### config.mk
export PLATFORM = sky130hd
export DESIGN_NAME = regfile_scoreboard_flat
export DESIGN_NICKNAME = d
export VERILOG_FILES = /design/src/rtl/regfile_scoreboard_if.sv /design/src/rtl/regfile_scoreboard.sv /design/src/flat_wrapper.sv
export SDC_FILE = /design/constraint.sdc
export NUM_CORES = 2
export LEC_CHECK = 0
export BUFFER_PORTS_ARGS = -buffer_cell sky130_fd_sc_hd__buf_2
export CORE_AREA = 2 2 431 433
export CTS_CLUSTER_DIAMETER = 200
export DETAILED_ROUTE_END_ITERATION = 6
export DIE_AREA = 0 0 433 435
export SETUP_SLACK_MARGIN = 0.4
export SYNTH_ARGS = -nofsm -noshare
export SYNTH_HDL_FRONTEND = slang
export SYNTH_SLANG_ARGS = --single-unit
### constraint.sdc
create_clock -name clk -period 2.2 [get_ports clk]
set_clock_uncertainty 0.1 [all_clocks]
set_input_delay 0.11 -clock clk [delete_from_list [all_inputs] [get_ports clk]]
set_output_delay 0.11 -clock clk [all_outputs]
set_load 0.02 [all_outputs]
### src/rtl/regfile_scoreboard_if.sv
// Issue/read/write-back bundle between the decode/write-back pipeline (master)
// and the register file with its busy scoreboard (slave).
interface regfile_scoreboard_if #(
  parameter int ADDR_WIDTH = 5,
  parameter int DATA_WIDTH = 32,
  parameter int NUM_READ   = 2
);
  logic [NUM_READ*ADDR_WIDTH-1:0] rd_addr;
  logic [NUM_READ*DATA_WIDTH-1:0] rd_data;
  logic [NUM_READ-1:0]            rd_busy;
  logic                           issue_valid;
  logic [NUM_READ-1:0]            issue_use;
  logic                           issue_rd_en;
  logic [ADDR_WIDTH-1:0]          issue_rd;
  logic                           issue_stall;
  logic                           wen;
  logic [ADDR_WIDTH-1:0]          waddr;
  logic [DATA_WIDTH-1:0]          wdata;
  logic                           flush;
  logic [ADDR_WIDTH-1:0]          dbg_addr;
  logic [DATA_WIDTH-1:0]          dbg_data;
  logic [(1<<ADDR_WIDTH)-1:0]     busy_vec;

  modport master (
    output rd_addr, issue_valid, issue_use, issue_rd_en, issue_rd,
           wen, waddr, wdata, flush, dbg_addr,
    input  rd_data, rd_busy, issue_stall, dbg_data, busy_vec
  );

  modport slave (
    input  rd_addr, issue_valid, issue_use, issue_rd_en, issue_rd,
           wen, waddr, wdata, flush, dbg_addr,
    output rd_data, rd_busy, issue_stall, dbg_data, busy_vec
  );
endinterface

### src/rtl/regfile_scoreboard.sv
// Integer register file with NUM_READ combinational read ports, one write-back
// port and a per-register busy scoreboard. Optional: REGFILE_BYPASS_EN.
module regfile_scoreboard #(
  parameter int ADDR_WIDTH = 5,
  parameter int DATA_WIDTH = 32,
  parameter int NUM_READ   = 2,
  parameter int ZERO_REG   = 1
) (
  input logic                 clk,
  input logic                 rst_n,
  regfile_scoreboard_if.slave bus
);
  localparam int DEPTH = 1 << ADDR_WIDTH;

`ifdef REGFILE_BYPASS_EN
  localparam bit BYPASS = 1'b1;
`else
  localparam bit BYPASS = 1'b0;
`endif

  logic [DEPTH-1:0][DATA_WIDTH-1:0]    rf;
  logic [DEPTH-1:0]                    busy;
  logic [NUM_READ-1:0][DATA_WIDTH-1:0] rd_data;
  logic [NUM_READ-1:0]                 rd_busy;
  logic                                wr_ok;
  logic                                dst_hit;
  logic                                dst_busy;
  logic                                stall;
  logic                                fire;

  function automatic logic is_zero(input logic [ADDR_WIDTH-1:0] a);
    return (ZERO_REG != 0) && (a == '0);
  endfunction

  assign wr_ok = bus.wen && !is_zero(bus.waddr);

  // Per-port read: a bypass hit forwards wdata and hides the pending busy bit
  for (genvar k = 0; k < NUM_READ; k++) begin : g_rd
    logic [ADDR_WIDTH-1:0] ra;
    logic                  hit;
    assign ra         = bus.rd_addr[k*ADDR_WIDTH +: ADDR_WIDTH];
    assign hit        = BYPASS && wr_ok && (ra == bus.waddr);
    assign rd_data[k] = is_zero(ra) ? '0 : (hit ? bus.wdata : rf[ra]);
    assign rd_busy[k] = !is_zero(ra) && busy[ra] && !hit;
  end

  assign dst_hit  = BYPASS && wr_ok && (bus.issue_rd == bus.waddr);
  assign dst_busy = !is_zero(bus.issue_rd) && busy[bus.issue_rd] && !dst_hit;
  assign stall    = bus.issue_valid &&
                    ((|(bus.issue_use & rd_busy)) || (bus.issue_rd_en && dst_busy));
  assign fire     = bus.issue_valid && !stall && bus.issue_rd_en && !bus.flush &&
                    !is_zero(bus.issue_rd);

  assign bus.rd_data     = rd_data;
  assign bus.rd_busy     = rd_busy;
  assign bus.issue_stall = stall;
  assign bus.dbg_data    = is_zero(bus.dbg_addr) ? '0 : rf[bus.dbg_addr];
  assign bus.busy_vec    = busy;

  // Data commits even in a flush cycle
  always_ff @(posedge clk or negedge rst_n) begin
    if (!rst_n) rf <= '0;
    else if (wr_ok) rf[bus.waddr] <= bus.wdata;
  end

  // Set is applied after clear so a younger producer wins on the same index
  always_ff @(posedge clk or negedge rst_n) begin
    if (!rst_n) busy <= '0;
    else if (bus.flush) busy <= '0;
    else begin
      if (wr_ok) busy[bus.waddr] <= 1'b0;
      if (fire)  busy[bus.issue_rd] <= 1'b1;
    end
  end
endmodule

### src/flat_wrapper.sv
// flat-port wrapper written by rule: the top's interface ports become plain ports
module regfile_scoreboard_flat 
#(
  parameter int ADDR_WIDTH = 5,
  parameter int DATA_WIDTH = 32,
  parameter int NUM_READ   = 2,
  parameter int ZERO_REG   = 1
)
  (clk, rst_n, bus_rd_addr, bus_issue_valid, bus_issue_use, bus_issue_rd_en, bus_issue_rd, bus_wen, bus_waddr, bus_wdata, bus_flush, bus_dbg_addr, bus_rd_data, bus_rd_busy, bus_issue_stall, bus_dbg_data, bus_busy_vec);
  regfile_scoreboard_if #(.ADDR_WIDTH(ADDR_WIDTH), .DATA_WIDTH(DATA_WIDTH), .NUM_READ(NUM_READ)) bus_i ();
  input logic clk;
  input logic rst_n;
  input wire logic [$bits(bus_i.rd_addr)-1:0] bus_rd_addr;
  input wire logic [$bits(bus_i.issue_valid)-1:0] bus_issue_valid;
  input wire logic [$bits(bus_i.issue_use)-1:0] bus_issue_use;
  input wire logic [$bits(bus_i.issue_rd_en)-1:0] bus_issue_rd_en;
  input wire logic [$bits(bus_i.issue_rd)-1:0] bus_issue_rd;
  input wire logic [$bits(bus_i.wen)-1:0] bus_wen;
  input wire logic [$bits(bus_i.waddr)-1:0] bus_waddr;
  input wire logic [$bits(bus_i.wdata)-1:0] bus_wdata;
  input wire logic [$bits(bus_i.flush)-1:0] bus_flush;
  input wire logic [$bits(bus_i.dbg_addr)-1:0] bus_dbg_addr;
  output wire logic [$bits(bus_i.rd_data)-1:0] bus_rd_data;
  output wire logic [$bits(bus_i.rd_busy)-1:0] bus_rd_busy;
  output wire logic [$bits(bus_i.issue_stall)-1:0] bus_issue_stall;
  output wire logic [$bits(bus_i.dbg_data)-1:0] bus_dbg_data;
  output wire logic [$bits(bus_i.busy_vec)-1:0] bus_busy_vec;
  assign bus_i.rd_addr = bus_rd_addr;
  assign bus_i.issue_valid = bus_issue_valid;
  assign bus_i.issue_use = bus_issue_use;
  assign bus_i.issue_rd_en = bus_issue_rd_en;
  assign bus_i.issue_rd = bus_issue_rd;
  assign bus_i.wen = bus_wen;
  assign bus_i.waddr = bus_waddr;
  assign bus_i.wdata = bus_wdata;
  assign bus_i.flush = bus_flush;
  assign bus_i.dbg_addr = bus_dbg_addr;
  assign bus_rd_data = bus_i.rd_data;
  assign bus_rd_busy = bus_i.rd_busy;
  assign bus_issue_stall = bus_i.issue_stall;
  assign bus_dbg_data = bus_i.dbg_data;
  assign bus_busy_vec = bus_i.busy_vec;
  regfile_scoreboard #(.ADDR_WIDTH(ADDR_WIDTH), .DATA_WIDTH(DATA_WIDTH), .NUM_READ(NUM_READ), .ZERO_REG(ZERO_REG)) u_core (.clk(clk), .rst_n(rst_n), .bus(bus_i));
endmodule
# --- Word level (Yosys, flattened, before mapping) ---
# Index checks and enable logic that the tools add are counted.
op_classes:
  n_addsub: 0
  n_mul: 0
  n_div: 0
  magnitude_cmp: 7
  eq_ne: 0
  n_shift: 0
  mux: 26
  bitwise: 4
  reduce_logical: 25
ops:
  columns: ["op", "n"]
  rows:
  - ["$bwmux 1024", 1]
  - ["$bmux 32 s5", 3]
  - ["$mux 32", 11]
  - ["$demux 32 s5", 1]
  - ["$and 32x32->32", 1]
  - ["$not 32->32", 1]
  - ["$or 32x32->32", 1]
  - ["$lt 5x6->1 const B", 5]
  - ["$logic_not 5->1", 5]
  - ["$bmux 1 s5", 3]
  - ["$logic_and 1x1->1", 12]
  - ["$demux 1 s5", 2]
  - ["$ge 5x1->1 const B", 2]
  - ["$logic_not 1->1", 6]
  - ["$mux 1", 5]
  - ["$and 2x2->2", 1]
  - ["$reduce_or 2->1", 1]
  - ["$logic_or 1x1->1", 1]
totals:
  ff_bits: 1056
  latchBits: 0
  mem_bits_rw: 0
  mem_bits_ro: 0
  in_bits: 65
  out_inout_bits: 131
  word_cells: 95
  memories: 0

# --- Longest topological paths before layout ---
depth:
  ltp_word: 14
  mapped_depth: 8
  mapped_depth_nobuf: 6

# --- Worst setup path after synthesis ---
# No wires, ideal clock.
synth_timing:
  path_type: "input-to-output"
  start: "input bus_rd_addr[0]"
  end: "output bus_rd_data[11]"
  t_arrival_ps: 2340
  required_time_ps: 1990
  path_slack_ps: -350
  cell_stages: 7
  n_path_buf: 3
  cell_sequence: "buf_2 buf_1 buf_2 mux4_2 mux4_2 nand2_1 a21oi_1"
synth_via:
  elab_chain_len: 3
  word_cells_on_any_way: 4
  cone_classes: "mux: 3; reduce/logical: 1"
synth_rtl:
  columns: ["item", "line", "source"]
  rows:
  - ["start: declaration", "flat_wrapper.sv:13", "input wire logic [$bits(bus_i.rd_addr)-1:0] bus_rd_addr;"]
  - ["$bmux 32 s5", "regfile_scoreboard.sv:43", "assign rd_data[k] = is_zero(ra) ? '0 : (hit ? bus.wdata : rf[ra]);"]
  - ["$mux 32 (implied by the code)", "regfile_scoreboard.sv:43", null]
  - ["$mux 32 (*)", "regfile_scoreboard.sv:43", null]
  - ["end: declaration", "flat_wrapper.sv:23", "output wire logic [$bits(bus_i.rd_data)-1:0] bus_rd_data;"]
# Every way passes the cells marked *; elsewhere a longest branch is shown, timed or not. The select of a mux whose other input is x is not followed.

# --- Worst setup path after layout ---
layout_timing:
  start: "register u_core.rf[384] in the netlist's numbering"
  end: "output bus_rd_data[32]"
layout_via:
  elab_chain_len: 3
layout_rtl:
  columns: ["item", "line", "source"]
  rows:
  - ["start: declaration", "regfile_scoreboard.sv:21", "logic [DEPTH-1:0][DATA_WIDTH-1:0] rf;"]
  - ["start signal: indexed assignment", "regfile_scoreboard.sv:63", "else if (wr_ok) rf[bus.waddr] <= bus.wdata;"]
  - ["$bmux 32 s5", "regfile_scoreboard.sv:43", null]
  - ["$mux 32 (implied by the code)", "regfile_scoreboard.sv:43", null]
  - ["$mux 32", "regfile_scoreboard.sv:43", null]
# No other way between the ends. The select of a mux whose other input is x is not followed.

==> flow_metrics.env <==
export IMPL_outcome="complete, but fails checks"
export IMPL_violations="setup timing"
export IMPL_synthFlopType="dfrtp_1"
export IMPL_rsz0062_at_grt="true"
export IMPL_drt_iter0_markers=3982
export IMPL_start_util_pct=34.8
export IMPL_finalCritPeriodShare_pct=135
export IMPL_maxCapViolCount=0
export IMPL_nets=4384
export IMPL_crit_path_start_kind="flip-flop"
export IMPL_antenna_found_initial=7
export IMPL_drive_gt1_share_pct=70.3
export IMPL_max_vdd_ir_drop_v=0.000649
export IMPL_cts_sinks=1056
export IMPL_maxSlewHeadroom_pct=16.1
export IMPL_fmax_mhz=336
export IMPL_arrival_ps=2770
export IMPL_synth_edf_count=0
export IMPL_areaGrowthSynthToFinish_pct=23.5
export IMPL_cp_data_required_time_ps=1990
export IMPL_synthArstFlopShare_pct=100
export IMPL_cp_end_kind="output port"
export IMPL_post_dp_hpwl_um=142000
export IMPL_hold_class="in -> reg"
export IMPL_slew_viol_final=0
export IMPL_fp_row_count=158
export IMPL_cts_tree="done"
export IMPL_clk_insertion_delay_late_ps=750
export IMPL_die_width_um=433
export IMPL_ys_seq_elements=1056
export IMPL_postLayoutCellArea_sq_um=79100
export IMPL_fp_dieH_um=435
export IMPL_mappedNetlistArea_sq_um=64100
export IMPL_finalHoldViolCount=0
export IMPL_syn_inst=3930
export IMPL_dieArea_sq_um=188000
export IMPL_setup_ws_ps=-775
export IMPL_root_buffer="clkbuf_16"
export IMPL_ys_warn_count=0
export IMPL_hold_ws_ps=53.1
export IMPL_worst_slew_pin_slew_ps=1260
export IMPL_clock_path_buffers=3
export IMPL_avgRoutedWirePerCell_um=31.7
export IMPL_final_core_util_pct=43.0
export IMPL_ys_seq_area_share_pct=41.2
export IMPL_final_common_cell="dfrtp_1"
export IMPL_cts_buffers=117
export IMPL_most_common_layout_cells="1044 x dfrtp_1, 997 x mux2_2, 977 x mux4_2, 309 x buf_4, 183 x buf_12"
export IMPL_crit_fanout=4
export IMPL_avgSynthCellArea_sq_um=16.3
export IMPL_grtUsageTotal_pct=23.3
export IMPL_path_clk_slew_ps=70
export IMPL_grt_pass1_vias=44053
export IMPL_vias=42134
export IMPL_fin_crit_ps=2980
export IMPL_grt_pass1_wl_um=321000
export IMPL_core_area_sq_um=184000
export IMPL_totalWireLength_um=219000
export IMPL_setup_viol=130
export IMPL_power_density_nw_per_um2=833
export IMPL_p_leak_nw=32.8
export IMPL_ios=196
export IMPL_overflow=0
export IMPL_drtAntennaViolNets=0
export IMPL_htreeDepth=3
export IMPL_criticalPathCategory="reg -> out"
export IMPL_grt_max_degree=98
export IMPL_placed_area_sq_um=72600
export IMPL_io_buffers=195
export IMPL_gp_congestion=0.854
export IMPL_dr_pass1_iters=7
export IMPL_via_per_inst=6.11
export IMPL_synthDistinctLibCells=40
export IMPL_drc=0
export IMPL_synth_nets=3995
-- kinds of logic after synthesis --
group	count (synthesis)	share of synthesized area, %
flip-flops	1056	41.2
AO/OA/AOI/OAI	79	0.756
AND/OR/NAND/NOR	248	1.87
multiplexers	2054	53.1
buffers and inverters	493	3.04
-- power breakdown --
group	switching, mW	leakage [nW]	internal, mW
combinational	6.89	17.2	11.2
sequential	3.39	13.6	23.0
clock	8.71	2.05	12.7
-- metal layers --
layer	vias up	share of wire [%]	global-route usage, %
li1	16667	-	-
met1	23229	41	31.3
met2	1806	48	37.6
met3	428	6.4	3.81
met4	4	4.6	9.60
met5	-	0.011	0
-- timing repair --
| action | CTS | global route |
|---|---|---|
| setup buffers | 26 | 8 |
| pin swaps | 59 | 33 |
| hold buffers | 51 | 0 |
| hold endpoints to repair | 2080 | 0 |
| setup endpoints to repair | 140 | 132 |
| gates resized for setup | 330 | 58 |
-- worst max-delay path, stage by stage, from the launching register on --
cell and delay (ps):
dfrtp_1 420, mux4_2 470, mux4_2 530, mux2i_4 250, buf_6 160, nor2_4 30
buf_6 140
-- registers in the layout, summed over array words and instances (netlist names) --
name and flops:
u_core.rf 1024, u_core.bus.busy_vec 32
-- worst paths after layout --
check | depth (start not counted) | start | end | slack (ps)
worst max-delay path | 6 | u_core.rf[384] | bus_rd_data[32] | -780
worst min-delay path | 4 | bus_waddr[2] | u_core.rf[347] | 50
worst max register to register | 9 | u_core.bus.busy_vec[30] | u_core.bus.busy_vec[7] | -370
worst min register to register | 0 | u_core.rf[30] | u_core.rf[30] | 310
max in group asynchronous | 3 | rst_n | u_core.rf[542] | 1160
min in group asynchronous | 3 | rst_n | u_core.rf[446] | 80
-- cell usage after synthesis, types with 4 or more instances --
library cell / count / share of area [%]
clkbuf_1: 319 / 1.9
a22oi_1: 4 / 0.047
nor2_1: 86 / 0.50
nand4b_1: 4 / 0.055
buf_2: 72 / 0.56
nor3b_1: 6 / 0.070
a22o_1: 4 / 0.055
nand3b_1: 22 / 0.26
mux2i_1: 80 / 1.2
nand2_1: 93 / 0.54
nor2b_1: 10 / 0.098
o21ai_1: 15 / 0.12
o32ai_1: 12 / 0.16
o21ai_0: 5 / 0.039
inv_1: 13 / 0.076
mux4_2: 977 / 34
nand3_1: 5 / 0.039
dfrtp_1: 1056 / 41
buf_1: 87 / 0.51
a21oi_1: 32 / 0.25
mux2_2: 997 / 18
-- metrics by stage --
step	setup TNS, ps	cells	power [mW]	worst slack (ps)
6_report	-68290	6901	65.9	-775
5_1_grt	-76770	6901	68.7	-818
4_1_cts	-72930	6891	66.2	-817
3_5_place_dp	-62560	6595	43.4	-551
3_3_place_gp	-56770	6595	43.0	-534
2_1_floorplan	-1080	3930	37.9	-59.2
-- final cells by class --
type                    instances  area, sq um
multi-input cells            2381        37100
well taps                    2480         3100
clock buffers                 162         3410
inverters                      14         53.8
repair buffers                749         8250
flip-flops and latches       1056        26400
clock inverters                57          802
diodes                          2         5.00
fillers                     16354       105000
No activity file was read; power rests on OpenSTA's default activity.
